--- src/rtl/ro_dep_scoreboard_pkg.sv ---
// ro_pkg: shared register-index constants, destination bundle type and
// a one-hot decode helper for the RO in-flight write scoreboard.
`default_nettype none

package ro_pkg;

  localparam int REG_IDX_W = 3;
  localparam int NREG      = 8;

  localparam logic [REG_IDX_W-1:0] GPR_EAX = 3'd0;
  localparam logic [REG_IDX_W-1:0] GPR_ECX = 3'd1;

  typedef struct packed {
    logic [REG_IDX_W-1:0] idx;
    logic                 valid;
  } dest_t;

  // OR-ing these per destination collapses duplicates into a single bit.
  function automatic logic [NREG-1:0] dest_onehot(input dest_t d);
    logic [NREG-1:0] oh;
    oh = '0;
    if (d.valid) oh[d.idx] = 1'b1;
    return oh;
  endfunction

endpackage

`default_nettype wire

--- src/rtl/ro_dep_scoreboard_if.sv ---
// RO/WB destination and source bundle for the in-flight write scoreboard.
`default_nettype none

interface ro_dep_scoreboard_if;
  import ro_pkg::*;

  logic                 V_ro;
  logic [REG_IDX_W-1:0] in3, in4;
  logic                 in3_needed, in4_needed;
  logic                 eax_needed, ecx_needed;
  logic [REG_IDX_W-1:0] mm1, mm2;
  logic                 mm1_needed, mm2_needed;
  logic [REG_IDX_W-1:0] seg3;
  logic                 seg3_needed;

  logic                 issue_fire;
  logic [REG_IDX_W-1:0] ro_dreg1, ro_dreg2, ro_dreg3;
  logic                 ro_ld_reg1, ro_ld_reg2, ro_ld_reg3;
  logic [REG_IDX_W-1:0] ro_dmm, ro_dseg;
  logic                 ro_ld_mm, ro_ld_seg;

  logic                 wb_fire;
  logic [REG_IDX_W-1:0] wb_dreg1, wb_dreg2, wb_dreg3;
  logic                 wb_ld_reg1, wb_ld_reg2, wb_ld_reg3;
  logic [REG_IDX_W-1:0] wb_dmm, wb_dseg;
  logic                 wb_ld_mm, wb_ld_seg;

  logic                 flush;

  logic                 dep_stall;
  logic [NREG-1:0]      gpr_busy, mm_busy, seg_busy;
  logic                 sb_err;

  modport master (
    output V_ro, in3, in4, in3_needed, in4_needed, eax_needed, ecx_needed,
           mm1, mm2, mm1_needed, mm2_needed, seg3, seg3_needed,
           issue_fire, ro_dreg1, ro_dreg2, ro_dreg3,
           ro_ld_reg1, ro_ld_reg2, ro_ld_reg3, ro_dmm, ro_ld_mm, ro_dseg, ro_ld_seg,
           wb_fire, wb_dreg1, wb_dreg2, wb_dreg3,
           wb_ld_reg1, wb_ld_reg2, wb_ld_reg3, wb_dmm, wb_ld_mm, wb_dseg, wb_ld_seg,
           flush,
    input  dep_stall, gpr_busy, mm_busy, seg_busy, sb_err
  );

  modport slave (
    input  V_ro, in3, in4, in3_needed, in4_needed, eax_needed, ecx_needed,
           mm1, mm2, mm1_needed, mm2_needed, seg3, seg3_needed,
           issue_fire, ro_dreg1, ro_dreg2, ro_dreg3,
           ro_ld_reg1, ro_ld_reg2, ro_ld_reg3, ro_dmm, ro_ld_mm, ro_dseg, ro_ld_seg,
           wb_fire, wb_dreg1, wb_dreg2, wb_dreg3,
           wb_ld_reg1, wb_ld_reg2, wb_ld_reg3, wb_dmm, wb_ld_mm, wb_dseg, wb_ld_seg,
           flush,
    output dep_stall, gpr_busy, mm_busy, seg_busy, sb_err
  );

endinterface

`default_nettype wire

--- src/rtl/ro_dep_scoreboard_counter.sv ---
// ro_sb_counter: one per-register in-flight write counter with flush
// priority and an underflow strobe for retire-without-issue.
`default_nettype none

module ro_sb_counter #(
  parameter int CNT_W = 2
) (
  input  logic             clk,
  input  logic             rst,
  input  logic             flush,
  input  logic             inc,
  input  logic             dec,
  output logic [CNT_W-1:0] count,
  output logic             underflow
);

  logic [CNT_W-1:0] count_nxt;

  always_comb begin
    count_nxt = count;
    if (flush)
      count_nxt = '0;
    else if (inc && !dec)
      count_nxt = count + 1'b1;
    else if (dec && !inc && (count != '0))
      count_nxt = count - 1'b1;
  end

  assign underflow = !flush && dec && !inc && (count == '0);

  always_ff @(posedge clk or posedge rst) begin
    if (rst) count <= '0;
    else     count <= count_nxt;
  end

endmodule

`default_nettype wire

--- src/rtl/ro_dep_scoreboard.sv ---
// ro_dep_scoreboard: per-register in-flight write counters for GPR/MM/SEG
// that generate the RO dependency stall without EX/WB destination compares.
`default_nettype none

module ro_dep_scoreboard
  import ro_pkg::*;
#(
  parameter int CNT_W = 2
) (
  input  logic                clk,
  input  logic                rst,
  ro_dep_scoreboard_if.slave  sb
);

  logic [NREG-1:0] gpr_inc, mm_inc, seg_inc;
  logic [NREG-1:0] gpr_dec, mm_dec, seg_dec;
  logic [NREG-1:0] gpr_uf,  mm_uf,  seg_uf;
  logic [NREG-1:0] gpr_full, mm_full, seg_full;
  logic [NREG-1:0] gpr_busy, mm_busy, seg_busy;
  logic [NREG-1:0][CNT_W-1:0] gpr_cnt, mm_cnt, seg_cnt;
  logic hazard, sat, sb_err_q;

  assign gpr_inc = {NREG{sb.issue_fire}} &
                   (dest_onehot('{idx: sb.ro_dreg1, valid: sb.ro_ld_reg1}) |
                    dest_onehot('{idx: sb.ro_dreg2, valid: sb.ro_ld_reg2}) |
                    dest_onehot('{idx: sb.ro_dreg3, valid: sb.ro_ld_reg3}));
  assign mm_inc  = {NREG{sb.issue_fire}} & dest_onehot('{idx: sb.ro_dmm,  valid: sb.ro_ld_mm});
  assign seg_inc = {NREG{sb.issue_fire}} & dest_onehot('{idx: sb.ro_dseg, valid: sb.ro_ld_seg});

  assign gpr_dec = {NREG{sb.wb_fire}} &
                   (dest_onehot('{idx: sb.wb_dreg1, valid: sb.wb_ld_reg1}) |
                    dest_onehot('{idx: sb.wb_dreg2, valid: sb.wb_ld_reg2}) |
                    dest_onehot('{idx: sb.wb_dreg3, valid: sb.wb_ld_reg3}));
  assign mm_dec  = {NREG{sb.wb_fire}} & dest_onehot('{idx: sb.wb_dmm,  valid: sb.wb_ld_mm});
  assign seg_dec = {NREG{sb.wb_fire}} & dest_onehot('{idx: sb.wb_dseg, valid: sb.wb_ld_seg});

  for (genvar i = 0; i < NREG; i++) begin : g_cnt
    ro_sb_counter #(.CNT_W(CNT_W)) u_gpr (
      .clk(clk), .rst(rst), .flush(sb.flush), .inc(gpr_inc[i]), .dec(gpr_dec[i]),
      .count(gpr_cnt[i]), .underflow(gpr_uf[i]));
    ro_sb_counter #(.CNT_W(CNT_W)) u_mm (
      .clk(clk), .rst(rst), .flush(sb.flush), .inc(mm_inc[i]), .dec(mm_dec[i]),
      .count(mm_cnt[i]), .underflow(mm_uf[i]));
    ro_sb_counter #(.CNT_W(CNT_W)) u_seg (
      .clk(clk), .rst(rst), .flush(sb.flush), .inc(seg_inc[i]), .dec(seg_dec[i]),
      .count(seg_cnt[i]), .underflow(seg_uf[i]));

    assign gpr_busy[i] = |gpr_cnt[i];
    assign mm_busy[i]  = |mm_cnt[i];
    assign seg_busy[i] = |seg_cnt[i];
    assign gpr_full[i] = &gpr_cnt[i];
    assign mm_full[i]  = &mm_cnt[i];
    assign seg_full[i] = &seg_cnt[i];
  end

  // Registered counts only: a retiring write releases the stall one cycle later.
  assign hazard = sb.V_ro &
                  ((sb.in3_needed  && gpr_busy[sb.in3])  ||
                   (sb.in4_needed  && gpr_busy[sb.in4])  ||
                   (sb.eax_needed  && gpr_busy[GPR_EAX]) ||
                   (sb.ecx_needed  && gpr_busy[GPR_ECX]) ||
                   (sb.mm1_needed  && mm_busy[sb.mm1])   ||
                   (sb.mm2_needed  && mm_busy[sb.mm2])   ||
                   (sb.seg3_needed && seg_busy[sb.seg3]));

  // Holding issue on a full counter is what keeps the increment from wrapping.
  assign sat = sb.V_ro &
               ((sb.ro_ld_reg1 && gpr_full[sb.ro_dreg1]) ||
                (sb.ro_ld_reg2 && gpr_full[sb.ro_dreg2]) ||
                (sb.ro_ld_reg3 && gpr_full[sb.ro_dreg3]) ||
                (sb.ro_ld_mm   && mm_full[sb.ro_dmm])    ||
                (sb.ro_ld_seg  && seg_full[sb.ro_dseg]));

  always_ff @(posedge clk or posedge rst) begin
    if (rst)
      sb_err_q <= 1'b0;
    else if (|{gpr_uf, mm_uf, seg_uf})
      sb_err_q <= 1'b1;
  end

  assign sb.dep_stall = hazard | sat;
  assign sb.gpr_busy  = gpr_busy;
  assign sb.mm_busy   = mm_busy;
  assign sb.seg_busy  = seg_busy;
  assign sb.sb_err    = sb_err_q;

endmodule

`default_nettype wire

--- src/flat_wrapper.sv ---
// flat-port wrapper written by rule: the top's interface ports become plain ports
module ro_dep_scoreboard_flat import ro_pkg::*;
#(
  parameter int CNT_W = 2
)
  (clk, rst, sb_V_ro, sb_in3, sb_in4, sb_in3_needed, sb_in4_needed, sb_eax_needed, sb_ecx_needed, sb_mm1, sb_mm2, sb_mm1_needed, sb_mm2_needed, sb_seg3, sb_seg3_needed, sb_issue_fire, sb_ro_dreg1, sb_ro_dreg2, sb_ro_dreg3, sb_ro_ld_reg1, sb_ro_ld_reg2, sb_ro_ld_reg3, sb_ro_dmm, sb_ro_ld_mm, sb_ro_dseg, sb_ro_ld_seg, sb_wb_fire, sb_wb_dreg1, sb_wb_dreg2, sb_wb_dreg3, sb_wb_ld_reg1, sb_wb_ld_reg2, sb_wb_ld_reg3, sb_wb_dmm, sb_wb_ld_mm, sb_wb_dseg, sb_wb_ld_seg, sb_flush, sb_dep_stall, sb_gpr_busy, sb_mm_busy, sb_seg_busy, sb_sb_err);
  ro_dep_scoreboard_if sb_i ();
  input  logic clk;
  input  logic rst;
  input wire logic [$bits(sb_i.V_ro)-1:0] sb_V_ro;
  input wire logic [$bits(sb_i.in3)-1:0] sb_in3;
  input wire logic [$bits(sb_i.in4)-1:0] sb_in4;
  input wire logic [$bits(sb_i.in3_needed)-1:0] sb_in3_needed;
  input wire logic [$bits(sb_i.in4_needed)-1:0] sb_in4_needed;
  input wire logic [$bits(sb_i.eax_needed)-1:0] sb_eax_needed;
  input wire logic [$bits(sb_i.ecx_needed)-1:0] sb_ecx_needed;
  input wire logic [$bits(sb_i.mm1)-1:0] sb_mm1;
  input wire logic [$bits(sb_i.mm2)-1:0] sb_mm2;
  input wire logic [$bits(sb_i.mm1_needed)-1:0] sb_mm1_needed;
  input wire logic [$bits(sb_i.mm2_needed)-1:0] sb_mm2_needed;
  input wire logic [$bits(sb_i.seg3)-1:0] sb_seg3;
  input wire logic [$bits(sb_i.seg3_needed)-1:0] sb_seg3_needed;
  input wire logic [$bits(sb_i.issue_fire)-1:0] sb_issue_fire;
  input wire logic [$bits(sb_i.ro_dreg1)-1:0] sb_ro_dreg1;
  input wire logic [$bits(sb_i.ro_dreg2)-1:0] sb_ro_dreg2;
  input wire logic [$bits(sb_i.ro_dreg3)-1:0] sb_ro_dreg3;
  input wire logic [$bits(sb_i.ro_ld_reg1)-1:0] sb_ro_ld_reg1;
  input wire logic [$bits(sb_i.ro_ld_reg2)-1:0] sb_ro_ld_reg2;
  input wire logic [$bits(sb_i.ro_ld_reg3)-1:0] sb_ro_ld_reg3;
  input wire logic [$bits(sb_i.ro_dmm)-1:0] sb_ro_dmm;
  input wire logic [$bits(sb_i.ro_ld_mm)-1:0] sb_ro_ld_mm;
  input wire logic [$bits(sb_i.ro_dseg)-1:0] sb_ro_dseg;
  input wire logic [$bits(sb_i.ro_ld_seg)-1:0] sb_ro_ld_seg;
  input wire logic [$bits(sb_i.wb_fire)-1:0] sb_wb_fire;
  input wire logic [$bits(sb_i.wb_dreg1)-1:0] sb_wb_dreg1;
  input wire logic [$bits(sb_i.wb_dreg2)-1:0] sb_wb_dreg2;
  input wire logic [$bits(sb_i.wb_dreg3)-1:0] sb_wb_dreg3;
  input wire logic [$bits(sb_i.wb_ld_reg1)-1:0] sb_wb_ld_reg1;
  input wire logic [$bits(sb_i.wb_ld_reg2)-1:0] sb_wb_ld_reg2;
  input wire logic [$bits(sb_i.wb_ld_reg3)-1:0] sb_wb_ld_reg3;
  input wire logic [$bits(sb_i.wb_dmm)-1:0] sb_wb_dmm;
  input wire logic [$bits(sb_i.wb_ld_mm)-1:0] sb_wb_ld_mm;
  input wire logic [$bits(sb_i.wb_dseg)-1:0] sb_wb_dseg;
  input wire logic [$bits(sb_i.wb_ld_seg)-1:0] sb_wb_ld_seg;
  input wire logic [$bits(sb_i.flush)-1:0] sb_flush;
  output wire logic [$bits(sb_i.dep_stall)-1:0] sb_dep_stall;
  output wire logic [$bits(sb_i.gpr_busy)-1:0] sb_gpr_busy;
  output wire logic [$bits(sb_i.mm_busy)-1:0] sb_mm_busy;
  output wire logic [$bits(sb_i.seg_busy)-1:0] sb_seg_busy;
  output wire logic [$bits(sb_i.sb_err)-1:0] sb_sb_err;
  assign sb_i.V_ro = sb_V_ro;
  assign sb_i.in3 = sb_in3;
  assign sb_i.in4 = sb_in4;
  assign sb_i.in3_needed = sb_in3_needed;
  assign sb_i.in4_needed = sb_in4_needed;
  assign sb_i.eax_needed = sb_eax_needed;
  assign sb_i.ecx_needed = sb_ecx_needed;
  assign sb_i.mm1 = sb_mm1;
  assign sb_i.mm2 = sb_mm2;
  assign sb_i.mm1_needed = sb_mm1_needed;
  assign sb_i.mm2_needed = sb_mm2_needed;
  assign sb_i.seg3 = sb_seg3;
  assign sb_i.seg3_needed = sb_seg3_needed;
  assign sb_i.issue_fire = sb_issue_fire;
  assign sb_i.ro_dreg1 = sb_ro_dreg1;
  assign sb_i.ro_dreg2 = sb_ro_dreg2;
  assign sb_i.ro_dreg3 = sb_ro_dreg3;
  assign sb_i.ro_ld_reg1 = sb_ro_ld_reg1;
  assign sb_i.ro_ld_reg2 = sb_ro_ld_reg2;
  assign sb_i.ro_ld_reg3 = sb_ro_ld_reg3;
  assign sb_i.ro_dmm = sb_ro_dmm;
  assign sb_i.ro_ld_mm = sb_ro_ld_mm;
  assign sb_i.ro_dseg = sb_ro_dseg;
  assign sb_i.ro_ld_seg = sb_ro_ld_seg;
  assign sb_i.wb_fire = sb_wb_fire;
  assign sb_i.wb_dreg1 = sb_wb_dreg1;
  assign sb_i.wb_dreg2 = sb_wb_dreg2;
  assign sb_i.wb_dreg3 = sb_wb_dreg3;
  assign sb_i.wb_ld_reg1 = sb_wb_ld_reg1;
  assign sb_i.wb_ld_reg2 = sb_wb_ld_reg2;
  assign sb_i.wb_ld_reg3 = sb_wb_ld_reg3;
  assign sb_i.wb_dmm = sb_wb_dmm;
  assign sb_i.wb_ld_mm = sb_wb_ld_mm;
  assign sb_i.wb_dseg = sb_wb_dseg;
  assign sb_i.wb_ld_seg = sb_wb_ld_seg;
  assign sb_i.flush = sb_flush;
  assign sb_dep_stall = sb_i.dep_stall;
  assign sb_gpr_busy = sb_i.gpr_busy;
  assign sb_mm_busy = sb_i.mm_busy;
  assign sb_seg_busy = sb_i.seg_busy;
  assign sb_sb_err = sb_i.sb_err;
  ro_dep_scoreboard #(.CNT_W(CNT_W)) u_core (.clk(clk), .rst(rst), .sb(sb_i));
endmodule
--- config.mk ---
export PLATFORM = sky130hd
export DESIGN_NAME = ro_dep_scoreboard_flat
export DESIGN_NICKNAME = d
export VERILOG_FILES = /design/src/rtl/ro_dep_scoreboard_pkg.sv /design/src/rtl/ro_dep_scoreboard_if.sv /design/src/rtl/ro_dep_scoreboard_counter.sv /design/src/rtl/ro_dep_scoreboard.sv /design/src/flat_wrapper.sv
export SDC_FILE = /design/constraint.sdc
export NUM_CORES = 1
export LEC_CHECK = 0
export CAP_MARGIN = 20
export CELL_PAD_IN_SITES_DETAIL_PLACEMENT = 1
export CELL_PAD_IN_SITES_GLOBAL_PLACEMENT = 2
export CORE_UTILIZATION = 30
export DETAILED_ROUTE_END_ITERATION = 10
export HOLD_SLACK_MARGIN = 0.15
export PLACE_DENSITY = 0.9
export REMOVE_ABC_BUFFERS = 1
export SYNTH_ARGS = -nofsm -noshare
export SYNTH_HDL_FRONTEND = slang
export SYNTH_SLANG_ARGS = --single-unit
--- constraint.sdc ---
create_clock -name clk -period 2.87 [get_ports clk]
set_input_delay 0.574 -clock clk [delete_from_list [all_inputs] [get_ports clk]]
set_output_delay 0.574 -clock clk [all_outputs]
set_load 0.02 [all_outputs]
==> results of run 1 <==
-- sequential cells by signal, summed over array words and instances, names as in the netlist --
signal and cells:
u_core.g_cnt.u_gpr.count 16, u_core.g_cnt.u_mm.count 16, u_core.g_cnt.u_seg.count 16, u_core.sb.sb_err 1
-- power groups by stage --
stage / logic [mW] / registers, mW / clock network, mW
after global placement: 0.573 / 0.726 / 0
after global routing: 0.646 / 0.715 / 0.676
after CTS: 0.600 / 0.713 / 0.656
after detailed placement: 0.594 / 0.727 / 0
after floorplan: 0.220 / 0.732 / 0
final: 0.600 / 0.714 / 0.646
-- how the worst max path moves through the flow --
stage	from	to	slack, ps
final	sb_ro_dmm[2]	sb_dep_stall	-110
after detailed placement	sb_seg3[1]	sb_dep_stall	-780
after global routing	u_core.g_cnt[6].u_seg.count[0]	sb_dep_stall	-170
after CTS	u_core.g_cnt[4].u_seg.count[0]	sb_dep_stall	-110
after floorplan	u_core.g_cnt[5].u_seg.count[0]	sb_dep_stall	180
after global placement	sb_seg3[1]	sb_dep_stall	-710
-- kinds of logic (layout without fill, tap and decap cells) --
| logic type | after synthesis | after routing |
|---|---|---|
| and+or+nand+nor | 292 | 292 |
| DFF | 49 | 49 |
| buffers and inverters | 66 | 261 |
| muxes | 20 | 20 |
| AOI/OAI and AO/OA | 162 | 162 |
| xor gates and xnor gates | 6 | 6 |
-- worst max-delay path, stage by stage --
cell             delay [ps]
clkdlybuf4s50_1         510
buf_4                   160
a311oi_1                 50
a2111oi_1               500
buf_4                   190
a311oi_1                 50
a41oi_2                 200
buf_4                   170
-- metrics by stage --
step           hold WS, ps  TNS, ps  area, µm²  setup slack [ps]
2_1_floorplan          570        0       4580               178
3_3_place_gp           577     -779       6720              -707
3_5_place_dp           583     -927       6720              -783
5_1_grt                544     -174       6930              -174
4_1_cts                510     -108       6920              -108
6_report               501     -113       6930              -113
-- final cells by class --
class	count	area (µm²)	area share
inverters	39	146	0.0211
multi-input cells	480	3250	0.469
flip-flops and latches	49	1230	0.177
repair buffers	214	1880	0.272
clock inverters	1	5.00	0.000722
well taps	211	264	0.0381
clock buffers	7	153	0.0220
-- routing by layer --
layer / vias to the layer above / track usage
met1: 2746 / 0.281
met4: 0 / 0.0707
li1: 2672 / -
met5: - / 0
met3: 25 / 0.0243
met2: 135 / 0.438
-- placed cells by master (no fill, tap or decap), types with 17 or more instances in the layout --
cell             synthesis  layout
a211oi_1                35      35
a21oi_1                 36      34
buf_4                    0     117
clkdlybuf4s50_1          0      84
dfrtp_1                 49      49
inv_1                   39      36
nand2_1                 43      43
nand3_1                 30      30
nand4b_1                17      17
nor2_1                  45      44
nor3_1                  53      52
nor4bb_1                18      18
o21a_1                  19      19
o21ai_0                 17      17
-- what timing repair did --
action / CTS / global route
setup buffers: 1 / 0
pin swaps: 4 / 1
endpoints found under the setup margin: 1 / 2
hold buffers: 0 / 0
gates resized for setup: 27 / 2
==> out/summary.txt, run 1 <==
GR Util All Layers: 0.234
clock skew: 3.47 ps
Util after Layout: 0.454
share of post-route cells with drive strength above 1: 0.211
RR Startpoint: u_core.g_cnt[4].u_mm.count[0]
Worst-Margin Slew: 602 ps
Placer Congestion: 0.892
HP Class: input port to async pin
RSZ-0062 raised after global routing: yes
Clk network pwr share: 0.330
DRC: 0
P_int: 1.37 mW
Avg Inst Size Synth: 7.89 µm²
Psw: 0.594 mW
Post-Synth Adder-Cell Area: 0
via count: 5,578
setup ws final: -113 ps
largest net degree at the start of global routing: 44
layout net count: 857
Synth area leader: dfrtp_1
Peak VDD IR: 0.248 mV
Clock Sinks: 49
#FFs+latches synth: 49
Final Hold Viols: 0
Port Buffers: 93
Post-Synth Simple-Gate Area: 0.355
Clock transition at path regs: 70 ps
status: complete, but fails checks
# diodes: 0
DRT iter0 DRCs: 292
top_reg_cell synth: dfrtp_1
vias in the first global route: 5,979
post-synth top area share: 0.261
M1 wire length: 7960 µm
Max Buffers Root-to-Sink: 2
reg2reg path depth: 7
Synth-to-Final Area Change: 47.6%
Cell Area, Synth: 0.00469 mm²
FFs w/ async S/R, synth: 1.00
Final Total Pwr: 1.96 mW
most frequent cell after synthesis: nor3_1
Root Buffer: clkbuf_16
Synth Instances: 595
pins over their slew limit: 0
crit path launch type: input port
mux contribution to synthesized area: 0.0696
CTS tree: built
xor-xnor portion of the synthesized cell area: 0.0112
DR pass1 iterations: 4
# IOs: 94
Slew HR: 0.596
Std-Cell Rows: 45
EDFF count, synth: 0
Synth area leaders: dfrtp_1 26%, nor3_1 5.7%, a211oi_1 5.6%
Yosys cell types: 61
Tmin final: 2980 ps
reg2reg end: u_core.sb.sb_err
core outline area: 0.0153 mm²
WL met2: 9460 µm
Power Density: 283 mW/mm²
Filler cells: 1,864
worst-skew pair later-pin latency: 290 ps
final setup vio count: 1
largest family of logic cells by synthesized area: simple AND/OR/NAND/NOR gates
WL met3: 639 µm
YS warnings: 0
Final ANT Viol Nets: 0
via-per-instance ratio: 5.57
uppermost routed layer: met4
fmax: 0.335 GHz
Die Wd: 127 µm
Max Cap Violations: 0
Die Area: 0.0161 mm²
CP Data Required Time: 2300 ps
die height: 127 µm
mean routed wirelength per cell: 18.5 µm
antenna violations before repair: 0
most common library cells after synthesis: 53 x nor3_1, 49 x dfrtp_1, 45 x nor2_1, 43 x nand2_1, 39 x inv_1
H-tree depth: 2
Crit Path Max Fanout: 6
first-pass GRT wire length: 30,300 µm
CP endpoint kind: output pin
Comb pwr share: 0.306
Leak: 2.90 nW
GR Overflow Total: 0
Initial Utilization: 0.308
reg2reg setup slack: 1070 ps
HPWL after DPL: 15,200 µm
register area share after synthesis: 0.261
wirelength, routed: 18,600 µm
worst path arrival time: 2410 ps
fraction of power spent switching nets: 0.303
failing checks: negative setup slack
worst setup path class: input port to output pin
fin crit share: 1.04
Non-Filler Instances: 1,001
Synth Area in Compound Gates: 0.247
dpl cells: 992
Seq pwr share: 0.364
CTS Buf Count: 5
No activity file was read; power rests on OpenSTA's default activity.
==> inputs of run 2 (changes only) <==
REMOVE_ABC_BUFFERS = default   (was 1)
==> out/summary.txt, run 2 (synthesis gave the netlist of run 1 again) <==
status: complete, but fails checks
failing checks: negative setup slack
P_int: 1.32 mW
setup ws final: -121 ps
Psw: 0.610 mW
Leak: 2.92 nW
Final Hold Viols: 0
core outline area: 0.0153 mm²
worst path arrival time: 2420 ps
antenna violations before repair: 0
Root Buffer: clkbuf_16
leading registers by flop count: u_core.g_cnt.u_gpr.count (16), u_core.g_cnt.u_mm.count (16), u_core.g_cnt.u_seg.count (16)
pins over their slew limit: 0
Die Wd: 127 µm
layout net count: 865
Initial Utilization: 0.308
wirelength, routed: 19,600 µm
Final ANT Viol Nets: 0
CP Data Required Time: 2300 ps
Max Cap Violations: 0
worst setup path class: flop to output pin
fmax: 0.334 GHz
Syn Nets: 663
Util after Layout: 0.455
Die Area: 0.0161 mm²
worst-skew pair later-pin latency: 300 ps
WL met2: 9740 µm
Crit Path Max Fanout: 3
DR pass1 iterations: 4
Synth-to-Final Area Change: 48.0%
# diodes: 0
Port Buffers: 93
fraction of power spent switching nets: 0.316
GR Overflow Total: 0
# IOs: 94
slowest cell delay on critical path: 480 ps
slowest CP cell: mux4_2
M1 wire length: 8160 µm
Seq pwr share: 0.370
Comb pwr share: 0.317
Clk network pwr share: 0.313
commonest non-fill, non-tap cells in the layout: 128 x buf_4, 83 x clkdlybuf4s50_1, 52 x nor3_1
reg2reg path depth: 7
HPWL after DPL: 16,100 µm
mean routed wirelength per cell: 19.4 µm
DRC: 0
via-per-instance ratio: 5.64
Cell Chain, Critical Path: or2_1, mux4_2, o211a_1, a2111oi_4, a41oi_2, buf_4
CP endpoint kind: output pin
Peak VDD IR: 0.180 mV
fin crit share: 1.04
final setup vio count: 1
Worst Hold Depth: 1
GR Util All Layers: 0.249
setup repair bufs after CTS: 0
Max Buffers Root-to-Sink: 2
Placer Congestion: 0.919
Clock transition at path regs: 70 ps
die height: 127 µm
Final Total Pwr: 1.93 mW
uppermost routed layer: met4
first-pass GRT wire length: 31,400 µm
CTS tree: built
vias in the first global route: 6,144
Std-Cell Rows: 45
Clock Sinks: 49
DRT iter0 DRCs: 357
commonest non-fill, non-tap cell in the layout: buf_4
crit path launch type: flop
RSZ-0062 raised after global routing: yes
Power Density: 278 mW/mm²
via count: 5,690
HP Class: flop to flop
CTS Buf Count: 5
WL met3: 945 µm
Slew HR: 0.523
Tmin final: 2990 ps
share of post-route cells with drive strength above 1: 0.222
clock skew: 6.29 ps
largest net degree at the start of global routing: 26
Hold WS: 566 ps
Worst-Margin Slew: 713 ps
H-tree depth: 2
run 2: what timing repair did:
action | in CTS | in global routing
hold buffers | 0 | 0
gates resized for setup | 24 | 14
pin swaps | 5 | 6
endpoints found under the setup margin | 2 | 1
run 2: final timing paths:
check,from,to,slack [ps]
setup / recovery,u_core.g_cnt[6].u_gpr.count[1],sb_dep_stall,-120
hold / removal,u_core.sb.sb_err,u_core.sb.sb_err,570
setup reg to reg,u_core.g_cnt[4].u_mm.count[1],u_core.sb.sb_err,1040
hold reg to reg,u_core.sb.sb_err,u_core.sb.sb_err,570
max in group asynchronous,rst,u_core.g_cnt[0].u_seg.count[1],1590
min in group asynchronous,rst,u_core.g_cnt[5].u_gpr.count[1],650
run 2: critical path: cells and delay by family (launching register included):
kind | cells | cell delay [ps]
and+or+nand+nor | 1 | 310
muxes | 1 | 480
AOI/OAI and AO/OA | 3 | 760
DFF | 1 | 370
buffers and inverters | 1 | 200
run 2: metal layers:
metal	GRT usage	vias up
met5	0	-
met4	0.119	0
met3	0.0293	50
met2	0.438	173
met1	0.302	2793
li1	-	2674
run 2: through the flow:
step                setup TNS [ps]  area [µm²]  cells  setup WS [ps]
detailed placement           -1240        6740   1001           -883
floorplan                        0        4690    595            173
global placement             -1050        6740   1001           -807
global route                  -145        6950   1009           -145
finish                        -121        6950   1009           -121
CTS                           -119        6910   1009           -119
run 2: power groups by stage:
| stage | clock (mW) | combinational (mW) | sequential [mW] |
|---|---|---|---|
| floorplan | 0 | 0.260 | 0.727 |
| global placement | 0 | 0.574 | 0.726 |
| detailed placement | 0 | 0.601 | 0.728 |
| CTS | 0.613 | 0.607 | 0.714 |
| global route | 0.635 | 0.657 | 0.717 |
| finish | 0.605 | 0.613 | 0.715 |
run 2: area by class of cell:
type	count	area (µm²)
Fill cell	1863	8310
Multi-Input combinational cell	480	3270
Timing Repair Buffer	222	1900
Sequential cell	49	1230
Tap cell	211	264
Inverter	39	146
Clock buffer	7	133
Clock inverter	1	7.51
